<file path="src/rtl/emg_adc_sample_collector.sv">
// rtl/emg_adc_sample_collector.sv - EMG serial ADC sample collector with tagged-word FIFO
// Optional channel-sequence checker: define EMG_SEQ_CHECK_EN to build it.
module emg_adc_sample_collector #(
  parameter int NUM_CH     = 16,
  parameter int DATA_BITS  = 12,
  parameter int DOUT_DELAY = 1,
  parameter int FIFO_DEPTH = 16
) (
  input  logic                          CLK_EMG,
  input  logic                          RESET_N,
  input  logic                          EN_ADC_EMG,
  input  logic                          START_EMG,
  input  logic [3:0]                    CH_SEL_EMG,
  input  logic                          ADC_DOUT,
  input  logic                          RD_EN,
  output logic [DATA_BITS+4:0]          RD_DATA,
  output logic                          RD_VALID,
  output logic                          EMPTY,
  output logic                          FULL,
  output logic [$clog2(FIFO_DEPTH):0]   LEVEL,
  output logic                          OVERFLOW,
  output logic                          ABORT,
  output logic                          SEQ_ERR
);

  localparam int AW = $clog2(FIFO_DEPTH);
  localparam int WW = DATA_BITS + 5;
  localparam logic [AW:0] FULL_LVL = FIFO_DEPTH[AW:0];

  typedef enum logic [1:0] {ST_IDLE, ST_WAIT, ST_SHIFT, ST_STORE} state_t;

  state_t                 state_q, state_d;
  logic                   start_prev_q;
  logic [3:0]             ch_q, ch_d;
  logic [DATA_BITS-1:0]   shreg_q, shreg_d, shifted;
  logic [4:0]             cnt_q, cnt_d;
  logic                   abort_q, abort_d;
  logic                   start_det, push_req, push, pop;

  logic [WW-1:0]          mem [FIFO_DEPTH];
  logic [AW-1:0]          wr_ptr_q, rd_ptr_q;
  logic [AW:0]            level_q;
  logic [WW-1:0]          rd_data_q;
  logic                   rd_valid_q, ovf_q;

  assign start_det = START_EMG && !start_prev_q && EN_ADC_EMG;
  assign shifted   = (shreg_q << 1) | DATA_BITS'(ADC_DOUT);
  assign push_req  = (state_q == ST_STORE);
  assign pop       = RD_EN && (level_q != '0);
  // A full FIFO still takes the word when a read frees a slot in the same cycle.
  assign push      = push_req && ((level_q != FULL_LVL) || pop);

  // FSM state register
  always_ff @(posedge CLK_EMG) begin
    if (!RESET_N) state_q <= ST_IDLE;
    else          state_q <= state_d;
  end

  // Next state and conversion datapath; the START cycle counts towards the
  // data delay, so the last WAIT edge already captures the first data bit.
  always_comb begin
    state_d = state_q;
    ch_d    = ch_q;
    shreg_d = shreg_q;
    cnt_d   = cnt_q;
    abort_d = abort_q;
    case (state_q)
      ST_IDLE: begin
        if (start_det) begin
          ch_d    = CH_SEL_EMG;
          shreg_d = '0;
          cnt_d   = '0;
          state_d = (DOUT_DELAY > 0) ? ST_WAIT : ST_SHIFT;
        end
      end
      ST_WAIT, ST_SHIFT: begin
        if (!EN_ADC_EMG) begin
          abort_d = 1'b1;
          state_d = ST_IDLE;
        end else if (start_det) begin
          abort_d = 1'b1;
          ch_d    = CH_SEL_EMG;
          shreg_d = '0;
          cnt_d   = '0;
          state_d = (DOUT_DELAY > 0) ? ST_WAIT : ST_SHIFT;
        end else if (state_q == ST_WAIT) begin
          if (cnt_q == 5'(DOUT_DELAY - 1)) begin
            shreg_d = shifted;
            cnt_d   = 5'd1;
            state_d = (DATA_BITS == 1) ? ST_STORE : ST_SHIFT;
          end else begin
            cnt_d = cnt_q + 5'd1;
          end
        end else begin
          shreg_d = shifted;
          cnt_d   = cnt_q + 5'd1;
          if (cnt_q == 5'(DATA_BITS - 1)) state_d = ST_STORE;
        end
      end
      ST_STORE: state_d = ST_IDLE;
      default:  state_d = ST_IDLE;
    endcase
  end

  // Conversion datapath registers and START edge history
  always_ff @(posedge CLK_EMG) begin
    if (!RESET_N) begin
      start_prev_q <= 1'b0;
      ch_q         <= '0;
      shreg_q      <= '0;
      cnt_q        <= '0;
      abort_q      <= 1'b0;
    end else begin
      start_prev_q <= START_EMG;
      ch_q         <= ch_d;
      shreg_q      <= shreg_d;
      cnt_q        <= cnt_d;
      abort_q      <= abort_d;
    end
  end

  // FIFO storage; read and write of the same slot in one cycle returns the old word
  always_ff @(posedge CLK_EMG) begin
    if (push) mem[wr_ptr_q] <= {(ch_q == 4'd0), ch_q, shreg_q};
  end

  // FIFO pointers, occupancy, registered read port and overflow flag
  always_ff @(posedge CLK_EMG) begin
    if (!RESET_N) begin
      wr_ptr_q   <= '0;
      rd_ptr_q   <= '0;
      level_q    <= '0;
      rd_data_q  <= '0;
      rd_valid_q <= 1'b0;
      ovf_q      <= 1'b0;
    end else begin
      rd_valid_q <= pop;
      if (push) wr_ptr_q <= wr_ptr_q + 1'b1;
      if (pop) begin
        rd_ptr_q  <= rd_ptr_q + 1'b1;
        rd_data_q <= mem[rd_ptr_q];
      end
      if (push && !pop)      level_q <= level_q + 1'b1;
      else if (pop && !push) level_q <= level_q - 1'b1;
      if (push_req && !push) ovf_q <= 1'b1;
    end
  end

`ifdef EMG_SEQ_CHECK_EN
  logic [3:0] exp_ch_q;
  logic       seq_err_q;

  // Channel-order checker; resyncs to the observed channel after every store
  always_ff @(posedge CLK_EMG) begin
    if (!RESET_N) begin
      exp_ch_q  <= '0;
      seq_err_q <= 1'b0;
    end else if (push_req) begin
      if (ch_q != exp_ch_q) seq_err_q <= 1'b1;
      exp_ch_q <= (ch_q == 4'(NUM_CH - 1)) ? 4'd0 : ch_q + 4'd1;
    end
  end

  assign SEQ_ERR = seq_err_q;
`else
  assign SEQ_ERR = 1'b0;
`endif

  assign RD_DATA  = rd_data_q;
  assign RD_VALID = rd_valid_q;
  assign EMPTY    = (level_q == '0);
  assign FULL     = (level_q == FULL_LVL);
  assign LEVEL    = level_q;
  assign OVERFLOW = ovf_q;
  assign ABORT    = abort_q;

endmodule

</file>
<file path="config.mk">
export PLATFORM = sky130hd
export DESIGN_NAME = emg_adc_sample_collector
export DESIGN_NICKNAME = d
export VERILOG_FILES = /design/src/rtl/emg_adc_sample_collector.sv
export SDC_FILE = /design/constraint.sdc
export NUM_CORES = 1
export LEC_CHECK = 0
export CORE_MARGIN = 1
export CORE_UTILIZATION = 35
export DETAILED_ROUTE_END_ITERATION = 7
export GPL_ROUTABILITY_DRIVEN = 0
export PLACE_DENSITY_LB_ADDON = 0.05
export SLEW_MARGIN = 20
export SYNTH_ARGS = -nofsm -noshare
export SYNTH_HDL_FRONTEND = slang
export SYNTH_SLANG_ARGS = --single-unit
</file>
<file path="constraint.sdc">
create_clock -name CLK_EMG -period 3.8 [get_ports CLK_EMG]
set_input_delay 0.38 -clock CLK_EMG [delete_from_list [all_inputs] [get_ports CLK_EMG]]
set_output_delay 0.38 -clock CLK_EMG [all_outputs]
set_load 0.03 [all_outputs]
</file>
==> reports/summary.txt <==
Overall routing resource usage: 0.1632
Max capacitance violation total: 0
Synthesis-stage register bit count: 329
Peak ir drop on the vdd network: 0.3223 mV
IO Port Bufs: 36
Master cell of the clock root buffer: sky130_fd_sc_hd__clkbuf_16
Final number of max-transition violations: 0
Area taken by flip-flops and latches: 9313 um^2
Design Area, Final: 15130 um^2
Initial cell density of the core: 0.3563
Final Setup Violations: 0
CP Data Required Time: 4.24 ns
Top flip-flop cell by instance count after synthesis: sky130_fd_sc_hd__edfxtp_1
Number of global-route vias before repair: 7480
Post-CTS clock slew at the launch and capture registers of the worst setup and hold paths: 0.06 ns
Count of flip-flops with a built-in enable after synthesis: 272
Deepest level of the CTS H-tree: 2
Post-Syn Nets: 884
Final sum of negative setup slack: 0 ns
Count of final hold-check violations: 0
Antenna-violating nets left: 0
Max frequency: 0.3329 GHz
Proportion of synthesized flip-flops having asynchronous set or reset: 0
Antenna diode count: 0
Net total in the final layout: 929
Clock period minus final worst setup slack: 3.004 ns
Layout overhead on the synthesized area: 15.75%
Width of the die: 195.3 um
Actual slew at the worst max-slew pin: 1.052 ns
Arrival time at the worst endpoint: 3.44 ns
Library cell occupying the most area in the post-synthesis netlist: sky130_fd_sc_hd__edfxtp_1
Final worst clock skew: 0.008529 ns
Largest cells by area after synthesis: sky130_fd_sc_hd__edfxtp_1 (62%), sky130_fd_sc_hd__mux2i_1 (11%), sky130_fd_sc_hd__dfxtp_1 (8.7%), sky130_fd_sc_hd__o22ai_1 (3.3%), sky130_fd_sc_hd__nor2_1 (1.6%)
Core outline area: 36700 um^2
Max-Slew Margin vs Limit: 0.2967
Mean Syn Cell Area: 15.24 um^2
Layout cell share with drive strength beyond 1: 0.1066
Power per standard cell area: 594.1 nW/um^2
Setup slack, reg-to-reg: 0.80 ns
Startpoint of the lowest-slack register-to-register path: LEVEL[0]
Height of the die: 195.3 um
Clock buffer count from CTS: 37
Cell count after placement: 1332
Placed wire-length estimate after detailed placement: 18730 um
Area of the die: 38130 um^2
R2R depth: 9
Post-synthesis instance area: 13080 um^2
CP Launch Point: LEVEL[0]
Layout fillers: 3345
Number of iterations in the first detailed-routing pass: 5
Starting DRC count in detailed routing: 414
Largest net degree at the start of global routing: 69
Startpoint of the tightest hold check path: OVERFLOW
Vias/cell: 5.189
Num ports: 38
Number of vias in the routed layout: 7249
TritonCTS clock tree: done
Insertion delay to the later sink of the worst-skew pair: 0.51 ns
Count of hold buffers inserted by post-cts repair: 0
Number of buffers inserted to repair setup after CTS: 0
Final period util: 0.7906
Total of warnings raised by yosys: 0
Worst Hold Endpoint: OVERFLOW
Placed inst area: 14020 um^2
DRC violations left: 0
Worst slack, placed: 0.8112 ns
Result of the run: finished clean
Count of clock tree sinks: 329
Clock buffer depth: 3
First-pass GRT wire length: 46040 um
Final routed wirelength across all metal layers: 30470 um
Number of unique standard cell types used by synthesis: 49
Startpoint-to-endpoint class of the critical path: flip-flop to flip-flop
Antenna violations before repair: 0
Crit path max fanout: 8
Overflow after GRT: 0
Number of cells on the worst hold path: 1
Least setup slack across all paths after layout: 0.7957 ns
Kind of end point of the critical path: flip-flop
Critical Path Start Type: flip-flop
Finished Layout Cells: 1397
Top-area cell type share of the netlist area: 0.6247
Setup repair after global routing missed its margin: no
Util after Layout: 0.4124
Leakage power of the design: 4.749 nW
Class of the most critical hold timing path: flip-flop to flip-flop
Worst R2R End: LEVEL[4]
Mean routed wirelength per cell: 21.81 um
Count of mapped cells out of synthesis: 858
Part of the Yosys area used for sequential elements: 0.7120
Post-cts repair resize count: 0
Number of placement rows: 70
Multi-input combinational cell area: 3516 um^2
[logic make-up (layout without fill, tap and decap cells)]
group / after synthesis / after routing / synth area share
XOR/XNOR: 11 / 11 / 0.007368
adder cells (fa/ha/maj): 16 / 16 / 0.01589
other: 1 / 1 / 0.0002868
AND/OR/NAND/NOR: 132 / 132 / 0.05234
flip-flops: 329 / 329 / 0.7120
buffers and inverters: 66 / 137 / 0.02344
multiplexers: 147 / 147 / 0.1125
AO/OA/AOI/OAI: 156 / 156 / 0.07617
[routing by layer]
layer | wire length, um | vias up | GRT usage | part of all wire
met5 | 0 | - | 0 | 0
met3 | 1113 | 54 | 0.02746 | 0.037
li1 | - | 3407 | - | -
met1 | 13620 | 3634 | 0.2114 | 0.45
met4 | 939 | 0 | 0.06124 | 0.031
met2 | 14790 | 154 | 0.2743 | 0.49
[power breakdown]
group,total [mW],internal (mW),switching [mW]
Sequential,4.22,4.05,0.172
Clock,3.30,1.94,1.35
Combinational,1.48,0.555,0.922
[per-stage QoR]
stage               total power, mW  hold WS, ns
detailed placement            5.773       0.4702
global placement              5.744       0.4574
floorplan                     5.236       0.4696
global route                  9.397       0.4861
finish                        8.992       0.4803
CTS                           9.109       0.4749
[layout make-up]
cell class	instances	share of cell area
clock buffers	52	0.06754
clock inverters	13	0.006366
inverters	13	0.003224
multi-input cells	463	0.2323
flip-flops and latches	329	0.6153
well taps	468	0.03869
repair buffers	59	0.03654
[Yosys cell counts, types with 2 or more instances]
library cell / instances
sky130_fd_sc_hd__edfxtp_1: 272
sky130_fd_sc_hd__mux2i_1: 147
sky130_fd_sc_hd__o22ai_1: 68
sky130_fd_sc_hd__dfxtp_1: 57
sky130_fd_sc_hd__nor2_1: 57
sky130_fd_sc_hd__o21ai_0: 33
sky130_fd_sc_hd__buf_2: 23
sky130_fd_sc_hd__clkbuf_1: 23
sky130_fd_sc_hd__a31oi_1: 18
sky130_fd_sc_hd__ha_1: 15
sky130_fd_sc_hd__nand4_1: 14
sky130_fd_sc_hd__a21boi_0: 13
sky130_fd_sc_hd__inv_1: 13
sky130_fd_sc_hd__nand2_1: 11
sky130_fd_sc_hd__and2_1: 9
sky130_fd_sc_hd__nor2b_1: 9
sky130_fd_sc_hd__nand2b_1: 6
sky130_fd_sc_hd__xnor2_1: 6
sky130_fd_sc_hd__a21oi_1: 5
sky130_fd_sc_hd__o211ai_1: 5
sky130_fd_sc_hd__xor2_1: 5
sky130_fd_sc_hd__and3_1: 4
sky130_fd_sc_hd__nand3b_1: 4
sky130_fd_sc_hd__nor3_1: 4
sky130_fd_sc_hd__buf_6: 3
sky130_fd_sc_hd__o21a_1: 3
sky130_fd_sc_hd__or3b_2: 3
sky130_fd_sc_hd__a211oi_1: 2
sky130_fd_sc_hd__and3b_1: 2
sky130_fd_sc_hd__buf_1: 2
sky130_fd_sc_hd__buf_4: 2
sky130_fd_sc_hd__nand3_1: 2
sky130_fd_sc_hd__nor4_1: 2
[worst max path at each step]
stage,to,slack [ns],depth (start not counted)
floorplan,LEVEL[4],0.72,13
global placement,LEVEL[4],0.85,9
detailed placement,LEVEL[4],0.81,9
CTS,LEVEL[4],0.81,9
global route,LEVEL[4],0.62,9
finish,LEVEL[4],0.80,9
[state kept, by name, summed over array words and instances (netlist names)]
name          cells
RD_VALID          1
RD_DATA          17
cnt_q             5
ch_q              4
start_prev_q      1
rd_ptr_q          4
state_q           2
shreg_q          12
mem             272
OVERFLOW          1
wr_ptr_q          4
ABORT             1
LEVEL             5
[cell usage in the layout, fill, tap and decap left out, types with 2 or more instances in the layout]
cell type / Yosys / final
sky130_fd_sc_hd__clkbuf_8: 0 / 4
sky130_fd_sc_hd__inv_1: 13 / 13
sky130_fd_sc_hd__nand2b_1: 6 / 6
sky130_fd_sc_hd__a21boi_0: 13 / 13
sky130_fd_sc_hd__a31oi_1: 18 / 18
sky130_fd_sc_hd__xor2_1: 5 / 5
sky130_fd_sc_hd__a21oi_1: 5 / 5
sky130_fd_sc_hd__nand4_1: 14 / 14
sky130_fd_sc_hd__clkbuf_1: 23 / 11
sky130_fd_sc_hd__and2_1: 9 / 9
sky130_fd_sc_hd__nor3_2: 0 / 4
sky130_fd_sc_hd__o22ai_1: 68 / 68
sky130_fd_sc_hd__xnor2_1: 6 / 6
sky130_fd_sc_hd__and3b_1: 2 / 2
sky130_fd_sc_hd__nor2b_1: 9 / 9
sky130_fd_sc_hd__dfxtp_1: 57 / 56
sky130_fd_sc_hd__clkbuf_16: 0 / 37
sky130_fd_sc_hd__a211oi_1: 2 / 2
sky130_fd_sc_hd__mux2i_1: 147 / 147
sky130_fd_sc_hd__clkinv_1: 0 / 5
sky130_fd_sc_hd__nand3_1: 2 / 2
sky130_fd_sc_hd__o211ai_1: 5 / 5
sky130_fd_sc_hd__o21a_1: 3 / 3
sky130_fd_sc_hd__and3_1: 4 / 4
sky130_fd_sc_hd__nor2_2: 0 / 12
sky130_fd_sc_hd__nand3b_1: 4 / 4
sky130_fd_sc_hd__nor2_1: 57 / 45
sky130_fd_sc_hd__edfxtp_1: 272 / 272
sky130_fd_sc_hd__buf_4: 2 / 21
sky130_fd_sc_hd__ha_1: 15 / 15
sky130_fd_sc_hd__buf_12: 0 / 2
sky130_fd_sc_hd__clkdlybuf4s50_1: 0 / 35
sky130_fd_sc_hd__clkinv_2: 0 / 4
sky130_fd_sc_hd__nand2_1: 11 / 11
sky130_fd_sc_hd__or3b_2: 3 / 3
sky130_fd_sc_hd__o21ai_0: 33 / 33
[worst max-delay path, stage by stage (launching register included)]
cell and delay (ns):
sky130_fd_sc_hd__dfxtp_1 0.36, sky130_fd_sc_hd__or4_4 0.63, sky130_fd_sc_hd__o31a_1 0.38, sky130_fd_sc_hd__ha_1 0.25
sky130_fd_sc_hd__inv_1 0.16, sky130_fd_sc_hd__ha_1 0.31, sky130_fd_sc_hd__a21o_1 0.19, sky130_fd_sc_hd__a21oi_1 0.19
sky130_fd_sc_hd__mux2i_1 0.25, sky130_fd_sc_hd__mux2i_1 0.20
(Power assumes the default switching activity.)
